===== config.mk =====
export PLATFORM = sky130hd
export DESIGN_NAME = tl_arb2_flat
export DESIGN_NICKNAME = d
export VERILOG_FILES = /design/src/rtl/tl_arb2_if.sv /design/src/rtl/tl_arb2.sv /design/src/flat_wrapper.sv
export SDC_FILE = /design/constraint.sdc
export NUM_CORES = 1
export LEC_CHECK = 0
export CORE_AREA = 2 2 226 228
export DETAILED_ROUTE_END_ITERATION = 16
export DIE_AREA = 0 0 228 230
export PLACE_DENSITY_LB_ADDON = 0.3
export SYNTH_ARGS = -nofsm -noshare
export SYNTH_HDL_FRONTEND = slang
export SYNTH_SLANG_ARGS = --single-unit

===== constraint.sdc =====
create_clock -name clk -period 5.35 [get_ports clk]
set_input_delay 1.07 -clock clk [delete_from_list [all_inputs] [get_ports clk]]
set_output_delay 1.07 -clock clk [all_outputs]
set_load 0.005 [all_outputs]

===== src/rtl/tl_arb2_if.sv =====
// Single-beat TileLink bundle shared by the arbiter's master-facing and slave-facing ports.
// The "master" modport drives the A channel and d_ready; "slave" drives a_ready and the D channel.
interface tl_arb2_if #(
    parameter int AW   = 32,
    parameter int DW   = 64,
    parameter int SRCW = 4
);
    logic            a_valid;
    logic            a_ready;
    logic [2:0]      a_opcode;
    logic [2:0]      a_size;
    logic [SRCW-1:0] a_source;
    logic [AW-1:0]   a_address;
    logic [DW-1:0]   a_data;
    logic [DW/8-1:0] a_mask;
    logic            a_corrupt;

    logic            d_valid;
    logic            d_ready;
    logic [2:0]      d_opcode;
    logic [2:0]      d_size;
    logic [SRCW-1:0] d_source;
    logic [DW-1:0]   d_data;
    logic            d_denied;

    modport master (
        output a_valid, a_opcode, a_size, a_source, a_address, a_data, a_mask, a_corrupt,
        input  a_ready,
        input  d_valid, d_opcode, d_size, d_source, d_data, d_denied,
        output d_ready
    );

    modport slave (
        input  a_valid, a_opcode, a_size, a_source, a_address, a_data, a_mask, a_corrupt,
        output a_ready,
        output d_valid, d_opcode, d_size, d_source, d_data, d_denied,
        input  d_ready
    );
endinterface


===== src/rtl/tl_arb2.sv =====
// Two-master round-robin arbiter in front of a single-outstanding TileLink slave.
// A watchdog answers a stalled request with a denied beat, then drains the slave's late beat.
module tl_arb2 #(
    parameter int TIMEOUT = 1024,
    parameter int CW      = 11,
    parameter int AW      = 32,
    parameter int DW      = 64,
    parameter int SRCW    = 4
) (
    input  logic      clk,
    input  logic      rst,
    tl_arb2_if.slave  m0,
    tl_arb2_if.slave  m1,
    tl_arb2_if.master s
);
    localparam logic [2:0] TL_GET             = 3'd4;
    localparam logic [2:0] TL_ACCESS_ACK      = 3'd0;
    localparam logic [2:0] TL_ACCESS_ACK_DATA = 3'd1;

    typedef enum logic [2:0] {IDLE, ADDR, DATA, TOUT, DRAIN} state_e;

    state_e          state_q, state_d;
    logic            g_q, g_d;
    logic            p_q, p_d;
    logic [CW-1:0]   cnt_q, cnt_d;
    logic [2:0]      cap_op_q, cap_op_d;
    logic [2:0]      cap_size_q, cap_size_d;
    logic [SRCW-1:0] cap_src_q, cap_src_d;

    // Granted master's A channel and d_ready
    logic            sel_a_valid;
    logic [2:0]      sel_a_opcode;
    logic [2:0]      sel_a_size;
    logic [SRCW-1:0] sel_a_source;
    logic [AW-1:0]   sel_a_address;
    logic [DW-1:0]   sel_a_data;
    logic [DW/8-1:0] sel_a_mask;
    logic            sel_a_corrupt;
    logic            sel_d_ready;

    // Response heading to the granted master, before per-master gating
    logic            gnt_a_ready;
    logic            rsp_valid;
    logic [2:0]      rsp_op;
    logic [2:0]      rsp_size;
    logic [SRCW-1:0] rsp_src;
    logic [DW-1:0]   rsp_data;
    logic            rsp_denied;
    logic            rsp0, rsp1;

    always_comb begin
        sel_a_valid   = g_q ? m1.a_valid   : m0.a_valid;
        sel_a_opcode  = g_q ? m1.a_opcode  : m0.a_opcode;
        sel_a_size    = g_q ? m1.a_size    : m0.a_size;
        sel_a_source  = g_q ? m1.a_source  : m0.a_source;
        sel_a_address = g_q ? m1.a_address : m0.a_address;
        sel_a_data    = g_q ? m1.a_data    : m0.a_data;
        sel_a_mask    = g_q ? m1.a_mask    : m0.a_mask;
        sel_a_corrupt = g_q ? m1.a_corrupt : m0.a_corrupt;
        sel_d_ready   = g_q ? m1.d_ready   : m0.d_ready;
    end

    always_comb begin
        state_d    = state_q;
        g_d        = g_q;
        p_d        = p_q;
        cnt_d      = cnt_q;
        cap_op_d   = cap_op_q;
        cap_size_d = cap_size_q;
        cap_src_d  = cap_src_q;

        s.a_valid   = 1'b0;
        s.a_opcode  = '0;
        s.a_size    = '0;
        s.a_source  = '0;
        s.a_address = '0;
        s.a_data    = '0;
        s.a_mask    = '0;
        s.a_corrupt = 1'b0;
        s.d_ready   = 1'b0;

        gnt_a_ready = 1'b0;
        rsp_valid   = 1'b0;
        rsp_op      = '0;
        rsp_size    = '0;
        rsp_src     = '0;
        rsp_data    = '0;
        rsp_denied  = 1'b0;

        case (state_q)
            IDLE: begin
                if (m0.a_valid && m1.a_valid) g_d = p_q;
                else if (m1.a_valid)          g_d = 1'b1;
                else if (m0.a_valid)          g_d = 1'b0;
                if (m0.a_valid || m1.a_valid) state_d = ADDR;
            end
            ADDR: begin
                s.a_valid   = sel_a_valid;
                s.a_opcode  = sel_a_opcode;
                s.a_size    = sel_a_size;
                s.a_source  = sel_a_source;
                s.a_address = sel_a_address;
                s.a_data    = sel_a_data;
                s.a_mask    = sel_a_mask;
                s.a_corrupt = sel_a_corrupt;
                gnt_a_ready = s.a_ready;
                if (sel_a_valid && s.a_ready) begin
                    cap_op_d   = sel_a_opcode;
                    cap_size_d = sel_a_size;
                    cap_src_d  = sel_a_source;
                    cnt_d      = '0;
                    state_d    = DATA;
                end else if (!sel_a_valid) begin
                    // Master withdrew its request; abandon without touching priority
                    state_d = IDLE;
                end
            end
            DATA: begin
                rsp_valid  = s.d_valid;
                rsp_op     = s.d_opcode;
                rsp_size   = s.d_size;
                rsp_src    = s.d_source;
                rsp_data   = s.d_data;
                rsp_denied = s.d_denied;
                s.d_ready  = sel_d_ready;
                if (s.d_valid && sel_d_ready) begin
                    p_d     = ~g_q;
                    state_d = IDLE;
                end else if (!s.d_valid) begin
                    // Watchdog only runs while the slave is silent
                    cnt_d = cnt_q + CW'(1);
                    if (cnt_q == CW'(TIMEOUT - 1)) state_d = TOUT;
                end
            end
            TOUT: begin
                rsp_valid  = 1'b1;
                rsp_denied = 1'b1;
                rsp_size   = cap_size_q;
                rsp_src    = cap_src_q;
                rsp_op     = (cap_op_q == TL_GET) ? TL_ACCESS_ACK_DATA : TL_ACCESS_ACK;
                if (sel_d_ready) begin
                    p_d     = ~g_q;
                    state_d = DRAIN;
                end
            end
            DRAIN: begin
                // Swallow the slave's late beat so it cannot reach the next requester
                s.d_ready = 1'b1;
                if (s.d_valid) state_d = IDLE;
            end
            default: state_d = IDLE;
        endcase
    end

    always_comb begin
        rsp0 = rsp_valid & ~g_q;
        rsp1 = rsp_valid &  g_q;

        m0.a_ready  = gnt_a_ready & ~g_q;
        m0.d_valid  = rsp0;
        m0.d_opcode = rsp0 ? rsp_op     : '0;
        m0.d_size   = rsp0 ? rsp_size   : '0;
        m0.d_source = rsp0 ? rsp_src    : '0;
        m0.d_data   = rsp0 ? rsp_data   : '0;
        m0.d_denied = rsp0 ? rsp_denied : 1'b0;

        m1.a_ready  = gnt_a_ready & g_q;
        m1.d_valid  = rsp1;
        m1.d_opcode = rsp1 ? rsp_op     : '0;
        m1.d_size   = rsp1 ? rsp_size   : '0;
        m1.d_source = rsp1 ? rsp_src    : '0;
        m1.d_data   = rsp1 ? rsp_data   : '0;
        m1.d_denied = rsp1 ? rsp_denied : 1'b0;
    end

    always_ff @(posedge clk) begin
        if (rst) begin
            state_q    <= IDLE;
            g_q        <= 1'b0;
            p_q        <= 1'b0;
            cnt_q      <= '0;
            cap_op_q   <= '0;
            cap_size_q <= '0;
            cap_src_q  <= '0;
        end else begin
            state_q    <= state_d;
            g_q        <= g_d;
            p_q        <= p_d;
            cnt_q      <= cnt_d;
            cap_op_q   <= cap_op_d;
            cap_size_q <= cap_size_d;
            cap_src_q  <= cap_src_d;
        end
    end
endmodule


===== src/flat_wrapper.sv =====
// flat-port wrapper written by rule: the top's interface ports become plain ports
module tl_arb2_flat 
#(
    parameter int TIMEOUT = 1024,
    parameter int CW      = 11,
    parameter int AW      = 32,
    parameter int DW      = 64,
    parameter int SRCW    = 4
)
  (clk, rst, m0_a_valid, m0_a_opcode, m0_a_size, m0_a_source, m0_a_address, m0_a_data, m0_a_mask, m0_a_corrupt, m0_a_ready, m0_d_valid, m0_d_opcode, m0_d_size, m0_d_source, m0_d_data, m0_d_denied, m0_d_ready, m1_a_valid, m1_a_opcode, m1_a_size, m1_a_source, m1_a_address, m1_a_data, m1_a_mask, m1_a_corrupt, m1_a_ready, m1_d_valid, m1_d_opcode, m1_d_size, m1_d_source, m1_d_data, m1_d_denied, m1_d_ready, s_a_valid, s_a_opcode, s_a_size, s_a_source, s_a_address, s_a_data, s_a_mask, s_a_corrupt, s_a_ready, s_d_valid, s_d_opcode, s_d_size, s_d_source, s_d_data, s_d_denied, s_d_ready);
  tl_arb2_if #(.AW(AW), .DW(DW), .SRCW(SRCW)) m0_i ();
  tl_arb2_if #(.AW(AW), .DW(DW), .SRCW(SRCW)) m1_i ();
  tl_arb2_if #(.AW(AW), .DW(DW), .SRCW(SRCW)) s_i ();
  input  logic clk;
  input  logic rst;
  input wire logic [$bits(m0_i.a_valid)-1:0] m0_a_valid;
  input wire logic [$bits(m0_i.a_opcode)-1:0] m0_a_opcode;
  input wire logic [$bits(m0_i.a_size)-1:0] m0_a_size;
  input wire logic [$bits(m0_i.a_source)-1:0] m0_a_source;
  input wire logic [$bits(m0_i.a_address)-1:0] m0_a_address;
  input wire logic [$bits(m0_i.a_data)-1:0] m0_a_data;
  input wire logic [$bits(m0_i.a_mask)-1:0] m0_a_mask;
  input wire logic [$bits(m0_i.a_corrupt)-1:0] m0_a_corrupt;
  output wire logic [$bits(m0_i.a_ready)-1:0] m0_a_ready;
  output wire logic [$bits(m0_i.d_valid)-1:0] m0_d_valid;
  output wire logic [$bits(m0_i.d_opcode)-1:0] m0_d_opcode;
  output wire logic [$bits(m0_i.d_size)-1:0] m0_d_size;
  output wire logic [$bits(m0_i.d_source)-1:0] m0_d_source;
  output wire logic [$bits(m0_i.d_data)-1:0] m0_d_data;
  output wire logic [$bits(m0_i.d_denied)-1:0] m0_d_denied;
  input wire logic [$bits(m0_i.d_ready)-1:0] m0_d_ready;
  input wire logic [$bits(m1_i.a_valid)-1:0] m1_a_valid;
  input wire logic [$bits(m1_i.a_opcode)-1:0] m1_a_opcode;
  input wire logic [$bits(m1_i.a_size)-1:0] m1_a_size;
  input wire logic [$bits(m1_i.a_source)-1:0] m1_a_source;
  input wire logic [$bits(m1_i.a_address)-1:0] m1_a_address;
  input wire logic [$bits(m1_i.a_data)-1:0] m1_a_data;
  input wire logic [$bits(m1_i.a_mask)-1:0] m1_a_mask;
  input wire logic [$bits(m1_i.a_corrupt)-1:0] m1_a_corrupt;
  output wire logic [$bits(m1_i.a_ready)-1:0] m1_a_ready;
  output wire logic [$bits(m1_i.d_valid)-1:0] m1_d_valid;
  output wire logic [$bits(m1_i.d_opcode)-1:0] m1_d_opcode;
  output wire logic [$bits(m1_i.d_size)-1:0] m1_d_size;
  output wire logic [$bits(m1_i.d_source)-1:0] m1_d_source;
  output wire logic [$bits(m1_i.d_data)-1:0] m1_d_data;
  output wire logic [$bits(m1_i.d_denied)-1:0] m1_d_denied;
  input wire logic [$bits(m1_i.d_ready)-1:0] m1_d_ready;
  output wire logic [$bits(s_i.a_valid)-1:0] s_a_valid;
  output wire logic [$bits(s_i.a_opcode)-1:0] s_a_opcode;
  output wire logic [$bits(s_i.a_size)-1:0] s_a_size;
  output wire logic [$bits(s_i.a_source)-1:0] s_a_source;
  output wire logic [$bits(s_i.a_address)-1:0] s_a_address;
  output wire logic [$bits(s_i.a_data)-1:0] s_a_data;
  output wire logic [$bits(s_i.a_mask)-1:0] s_a_mask;
  output wire logic [$bits(s_i.a_corrupt)-1:0] s_a_corrupt;
  input wire logic [$bits(s_i.a_ready)-1:0] s_a_ready;
  input wire logic [$bits(s_i.d_valid)-1:0] s_d_valid;
  input wire logic [$bits(s_i.d_opcode)-1:0] s_d_opcode;
  input wire logic [$bits(s_i.d_size)-1:0] s_d_size;
  input wire logic [$bits(s_i.d_source)-1:0] s_d_source;
  input wire logic [$bits(s_i.d_data)-1:0] s_d_data;
  input wire logic [$bits(s_i.d_denied)-1:0] s_d_denied;
  output wire logic [$bits(s_i.d_ready)-1:0] s_d_ready;
  assign m0_i.a_valid = m0_a_valid;
  assign m0_i.a_opcode = m0_a_opcode;
  assign m0_i.a_size = m0_a_size;
  assign m0_i.a_source = m0_a_source;
  assign m0_i.a_address = m0_a_address;
  assign m0_i.a_data = m0_a_data;
  assign m0_i.a_mask = m0_a_mask;
  assign m0_i.a_corrupt = m0_a_corrupt;
  assign m0_a_ready = m0_i.a_ready;
  assign m0_d_valid = m0_i.d_valid;
  assign m0_d_opcode = m0_i.d_opcode;
  assign m0_d_size = m0_i.d_size;
  assign m0_d_source = m0_i.d_source;
  assign m0_d_data = m0_i.d_data;
  assign m0_d_denied = m0_i.d_denied;
  assign m0_i.d_ready = m0_d_ready;
  assign m1_i.a_valid = m1_a_valid;
  assign m1_i.a_opcode = m1_a_opcode;
  assign m1_i.a_size = m1_a_size;
  assign m1_i.a_source = m1_a_source;
  assign m1_i.a_address = m1_a_address;
  assign m1_i.a_data = m1_a_data;
  assign m1_i.a_mask = m1_a_mask;
  assign m1_i.a_corrupt = m1_a_corrupt;
  assign m1_a_ready = m1_i.a_ready;
  assign m1_d_valid = m1_i.d_valid;
  assign m1_d_opcode = m1_i.d_opcode;
  assign m1_d_size = m1_i.d_size;
  assign m1_d_source = m1_i.d_source;
  assign m1_d_data = m1_i.d_data;
  assign m1_d_denied = m1_i.d_denied;
  assign m1_i.d_ready = m1_d_ready;
  assign s_a_valid = s_i.a_valid;
  assign s_a_opcode = s_i.a_opcode;
  assign s_a_size = s_i.a_size;
  assign s_a_source = s_i.a_source;
  assign s_a_address = s_i.a_address;
  assign s_a_data = s_i.a_data;
  assign s_a_mask = s_i.a_mask;
  assign s_a_corrupt = s_i.a_corrupt;
  assign s_i.a_ready = s_a_ready;
  assign s_i.d_valid = s_d_valid;
  assign s_i.d_opcode = s_d_opcode;
  assign s_i.d_size = s_d_size;
  assign s_i.d_source = s_d_source;
  assign s_i.d_data = s_d_data;
  assign s_i.d_denied = s_d_denied;
  assign s_d_ready = s_i.d_ready;
  tl_arb2 #(.TIMEOUT(TIMEOUT), .CW(CW), .AW(AW), .DW(DW), .SRCW(SRCW)) u_core (.clk(clk), .rst(rst), .m0(m0_i), .m1(m1_i), .s(s_i));
endmodule

==> Yosys cells after proc, flatten, opt, wreduce, memory -nomap -nowiden <==
Index checks and enable logic that the tools add are counted.
{ "op_classes": {"n_addsub": 1, "eq_ne": 16, "mux": 55, "bitwise_logic": 5, "reduce_logical": 13} }
{ "ops": {"columns": ["operator", "count"], "rows": [
  ["two-way mux 64 bit", 5],
  ["two-way mux 32 bit", 2],
  ["two-way mux 3 bit", 16],
  ["two-way mux 11 bit", 3],
  ["one-hot mux 11 bit (2 select lines)", 1],
  ["two-way mux 4 bit", 4],
  ["two-way mux 8 bit", 2],
  ["one-hot mux 3 bit (5 select lines)", 1],
  ["two-way mux 1 bit", 14],
  ["one-hot mux 3 bit (2 select lines)", 2],
  ["adder 11 x 1 -> 11 bit, second input constant", 1],
  ["== test 11 x 10 -> 1 bit, second input constant", 1],
  ["!= test 2 x 1 -> 1 bit, second input constant", 4],
  ["one-hot mux 1 bit (2 select lines)", 4],
  ["one-hot mux 4 bit (2 select lines)", 1],
  ["== test 3 x 2 -> 1 bit, second input constant", 2],
  ["== test 3 bit, second input constant", 2],
  ["!= test 2 bit, second input constant", 3],
  ["AND reduction 6 bit", 1],
  ["bitwise AND 1 bit", 4],
  ["AND reduction 2 bit", 2],
  ["AND reduction 4 bit", 1],
  ["nonzero test 2 bit", 2],
  ["== test 3 x 1 -> 1 bit, second input constant", 1],
  ["other kinds (9)", 11]
]} }
{ "totals": {"ff_bits": 26, "inputBits": 313, "out_inout_bits": 271, "elab_cells": 97} }

==> Logic depth before layout (Yosys ltp) <==
Gate-level depths: netlist (run 1).
{ "depth": {"depth_word": 5, "depth_mapped": 8, "depth_no_buf": 5} }

==> Worst setup path before layout (run 1) <==
Ideal clock, no wire load.
{ "synth_path": {"kind": "in2out", "startpoint": "input port s_d_valid", "endpoint": "output port m0_d_data[25]", "arrival_ns": 2.226, "t_required_ns": 4.280, "path_slack_ns": 2.054, "stages": 8, "n_path_buf": 3, "cell_sequence": "or2_1 > and2_1 > nand2b_1 > buf_2 > inv_2 > buf_2 > clkbuf_1 > and3_1"} }
{ "synth_between": {"elab_chain_cells": 3} }
{ "synth_rtl": {"columns": ["item", "line", "text"], "rows": [
  ["start, declared", "flat_wrapper.sv:57", "input wire logic [$bits(s_i.d_valid)-1:0] s_d_valid;"],
  ["one-hot mux 1 bit (2 select lines)", "tl_arb2.sv:90", "case (state_q)"],
  ["bitwise AND 1 bit", "tl_arb2.sv:156", "rsp0 = rsp_valid & ~g_q;"],
  ["two-way mux 64 bit", "tl_arb2.sv:164", "m0.d_data = rsp0 ? rsp_data : '0;"],
  ["end, declared", "flat_wrapper.sv:29", "output wire logic [$bits(m0_i.d_data)-1:0] m0_d_data;"]
]} }
No other way between the ends.

==> Worst setup path after layout (run 1) <==
{ "layout_path": {"startpoint": "input port s_d_valid", "endpoint": "output port m0_d_data[54]"} }
Same word-level chain as after synthesis.

==> results of run 1 <==
[metal layers]
metal / track usage, % / vias to the layer above / wire (um)
li1: - / 3203 / -
met1: 11.7 / 2919 / 11900
met2: 22.9 / 298 / 17600
met3: 2.60 / 10 / 2170
met4: 1.08 / 2 / 147
met5: 0 / - / 7
[power by group through the flow]
stage	Clock [mW]	Combinational, mW	Sequential, mW
finish	0.230	1.88	0.290
global route	0.248	2.03	0.302
CTS	0.242	1.94	0.292
detailed placement	0	1.93	0.297
global placement	0	1.94	0.297
floorplan	0	0.853	0.234
[metrics by stage]
stage	worst slack, ps	hold slack (ps)	util (%)	instance area, um2	std cells
2_1_floorplan	2050	452	-	4090	603
3_5_place_dp	620	475	21.3	10600	1803
4_1_cts	601	486	21.5	10700	1807
3_3_place_gp	598	467	21.3	10600	1803
5_1_grt	419	514	21.5	10700	1807
6_report	610	487	21.5	10700	1807
[critical path, delay by kind of cell]
family	cells	cell delay, ps
buffers and inverters	4	1910
and+or+nand+nor	4	660
[registers in the layout (all words and copies together), names as in the netlist]
name	cells
u_core.state_q	3
u_core.cap_size_q	3
u_core.cnt_q	11
u_core.cap_op_q	3
u_core.cap_src_q	4
u_core.g_q	1
u_core.p_q	1
[cell type report]
cell class              count  area [um2]
fillers                  5632       39100
repair buffers            594        5940
multi-input cells         507        3290
well taps                 672         841
flip-flops and latches     26         524
clock buffers               3        75.1
clock inverters             1        30.0
inverters                   4        15.0
[cell usage after synthesis (all sizes together)]
cell type | count | area, um2
nor2 | 150 | 563
and3 | 134 | 838
mux2i | 116 | 1160
clkbuf | 43 | 161
dfxtp | 26 | 521
buf | 23 | 111
a21oi | 13 | 65.1
nand2 | 12 | 47.6
a211oi | 10 | 75.1
a22oi | 7 | 52.6
nand3 | 7 | 35.0
o21ai | 5 | 25.0
o31ai | 5 | 37.5
or3 | 5 | 31.3
or4 | 5 | 37.5
and2 | 4 | 25.0
inv | 4 | 15.0
nor2b | 4 | 25.0
a32oi | 3 | 26.3
nand2b | 3 | 18.8
o2bb2ai | 3 | 26.3
a2bb2oi | 2 | 23.8
mux2 | 2 | 22.5
nor3 | 2 | 10.0
or3b | 2 | 20.0
a211o | 1 | 8.76
a311oi | 1 | 8.76
a31oi | 1 | 6.26
and4bb | 1 | 12.5
ha | 1 | 12.5
nand3b | 1 | 7.51
nand4 | 1 | 6.26
nor3b | 1 | 12.5
nor4b | 1 | 8.76
o21bai | 1 | 7.51
o311a | 1 | 10.0
or2 | 1 | 6.26
or4b | 1 | 10.0
[kinds of logic after synthesis]
group	Yosys count
simple gates	335
mux	118
buf+inv	70
compound gates	53
flops	26
fa+ha+maj	1
[final timing paths]
path                             end  cells after the start
hold reg to reg      u_core.cnt_q[1]                      2
setup / recovery       m0_d_data[54]                      8
setup reg to reg  u_core.cap_op_q[2]                      4
hold / removal       u_core.cnt_q[1]                      2
==> results.md, run 1 <==
- The run finished with clean final reports.
- In this design, the critical path's most frequently occurring cell is sky130_fd_sc_hd__clkdlybuf4s50_1.
- The global router's overall resource usage is between 10% and 20%.
- The number of vias per cell is 3.56.
- The max capacitance violation total is 0.
- In this run the mean area of a mapped cell was 6.79 um2.
- The root buffer cell is sky130_fd_sc_hd__clkbuf_16.
- The clock network latency to the later pin of the worst-skew pair is 270 ps.
- The first detailed-routing pass took 4 iterations.
- The launching element of the worst setup path is s_d_valid.
- The site row count is 82.
- The synthesized netlist devotes roughly 9.1% of its cell area to compound gates.
- By area, the combinational part of the netlist is dominated by simple AND/OR/NAND/NOR gates.
- The startpoint-to-endpoint class of the critical path is input port to output port.
- IR analysis of the VDD net gives a maximum drop of 0.146 mV.
- The final count of hold timing violations is 0.
- The post-detailed-route DRC marker count is 0.
- Summing the areas of all and, or, nand and nor instances in the mapped netlist gives between 40% and 50% of the synthesized area.
- From bottom edge to top edge, the die measures roughly 230 um.
- After Yosys synthesis, full adders, half adders and majority gates account for less than 1% of the synthesized area.
- Routability-driven placement finished with a final weighted congestion of 0.889.
- The switching share of power is a little over two fifths.
- The floorplan step set the die width to 228 um.
- The final global-route overflow total is 0.
- The area growth from synthesis to layout is 162%.
- The initial utilization of the core area, before any placement, comes to 8.21%.
- The total internal power is between 1 and 1.5 mW.
- The detailed router finished its first iteration with about 230 violations.
- Once the clock tree was built, the resizer swapped 0 gates to a different size.
- For this run, the number of Yosys warnings is 0.
- The beginning of the worst hold path is u_core.cnt_q[1].
- During I/O placement, the number of pins put on the boundary was 584.
- Across all register-to-register paths, the minimum setup slack is around 3000 ps.
- STA classifies the critical path startpoint as an input port.
- The post-detailed-routing wire length is 31.8 mm.
- Clock tree synthesis found a total of 26 sinks.
- In the layout the commonest cells are sky130_fd_sc_hd__clkdlybuf4s50_1, sky130_fd_sc_hd__nor2_1, sky130_fd_sc_hd__and3_1, sky130_fd_sc_hd__mux2i_1, sky130_fd_sc_hd__dfxtp_1.
- The library cell used most frequently in the layout, excluding fill and tap cells, is sky130_fd_sc_hd__clkdlybuf4s50_1.
- The xor and xnor fraction of the mapped netlist area is 0%.
- The initial antenna violation count is 1.
- The average routed wire per standard cell is approximately 18 um.
- The synthesis-stage register bit count is 26.
- The number of antenna diodes in the final layout is 0.
- The sequential fraction of the synthesis area is 12.7%.
- Across all layers, the routed design uses ~6.4k vias.
- Of all nets on the critical path, the largest fanout is 34.
- The cell area after technology mapping is 0.00409 mm2.
- The clock transition at the register clock pins on the worst setup and hold paths after CTS is 70 ps.
- The wire length of the first global-routing pass is roughly 44 mm.
- The final critical path takes up 88.6% of the cycle.
- The endpoint required time on the critical path is roughly 4300 ps.
- The number of setup violations in the final report is 0.
- The kind of end point of the critical path is an output port.
- The class of the tightest hold or removal check is register to register.
- The final HPWL from detailed placement is 27.5 mm.
- Setup repair after global routing left no endpoint under its margin.
- The final period demand of the worst path is 4740 ps.
- On the critical path, the stage with the largest delay is an instance of sky130_fd_sc_hd__clkdlybuf4s50_1.
- The analysis attributes to cell leakage a power of 4.00 nW.
- Entering global routing, the biggest net connects approximately 140 pins.
- The synthesized netlist contains 44 unique library cells.
- For the final routed database, the setup TNS stands at 0 ps.
- In this run the power spent charging and discharging nets is roughly 1.0 mW.
- Sequential cells burn approximately 12% of the power.
- The number of routed nets with antenna violations is 0.
- Measured against its own limit, the worst slew margin works out to a little over half.
- CTS built an H-tree with a depth of 1.
- After technology mapping, the gate count stands at 603.
- The final layout contains 1450 nets.
- Between clock sinks in the finished design, the worst skew comes to 2.89 ps.
- The cell area power density is approximately 220 mW/mm2.
- The transition at the pin with the smallest max-transition slack is 710 ps.
- The number of buffers inserted to repair setup after CTS is 0.
- The signal on the critical path passes through clkdlybuf4s50_1, or2_1, and2_1, nand2b_1, inv_2, buf_4, and3_1, clkdlybuf4s50_1.
- The portion of synthesized area spent on multiplexers is a little under 30%.
- The die area is 0.0524 mm2.
- The hold buffer count at cts is 0.
- The number of global-route vias before repair is 6399.
- The clock passes through at most 2 buffers.
- The overall power consumption is approximately 2.4 mW.
- The post-synth net total is 917.
- The TritonCTS clock tree is done.
- The signal arrival time at the worst endpoint is between 3000 and 4000 ps.
- The fraction of layout cells with a size suffix above 1 is 2.20%.
- Of the total power, combinational logic draws 78.3%.
- The startpoint identified for the worst register-to-register timing path is u_core.state_q[0].
- Buffers inserted during clock tree synthesis total 3.
- For this run, the top clock speed supported by timing is 0.211 GHz.
- The clock network power share is 9.6%.
- The number of buffers added on ports is 583.
- The core box area is 0.0499 mm2.
- The maximum single-stage delay on the critical path is 650 ps.
- The number of slew-limit violations in the final report was 0.
Note: power is estimated with default switching activity, not from simulation.
==> inputs of run 2 (changes only) <==
- TNS_END_PERCENT: unset -> 50
==> results of run 2 <==
Same layout as run 1: the final DEF is identical, and so are final timing and power.
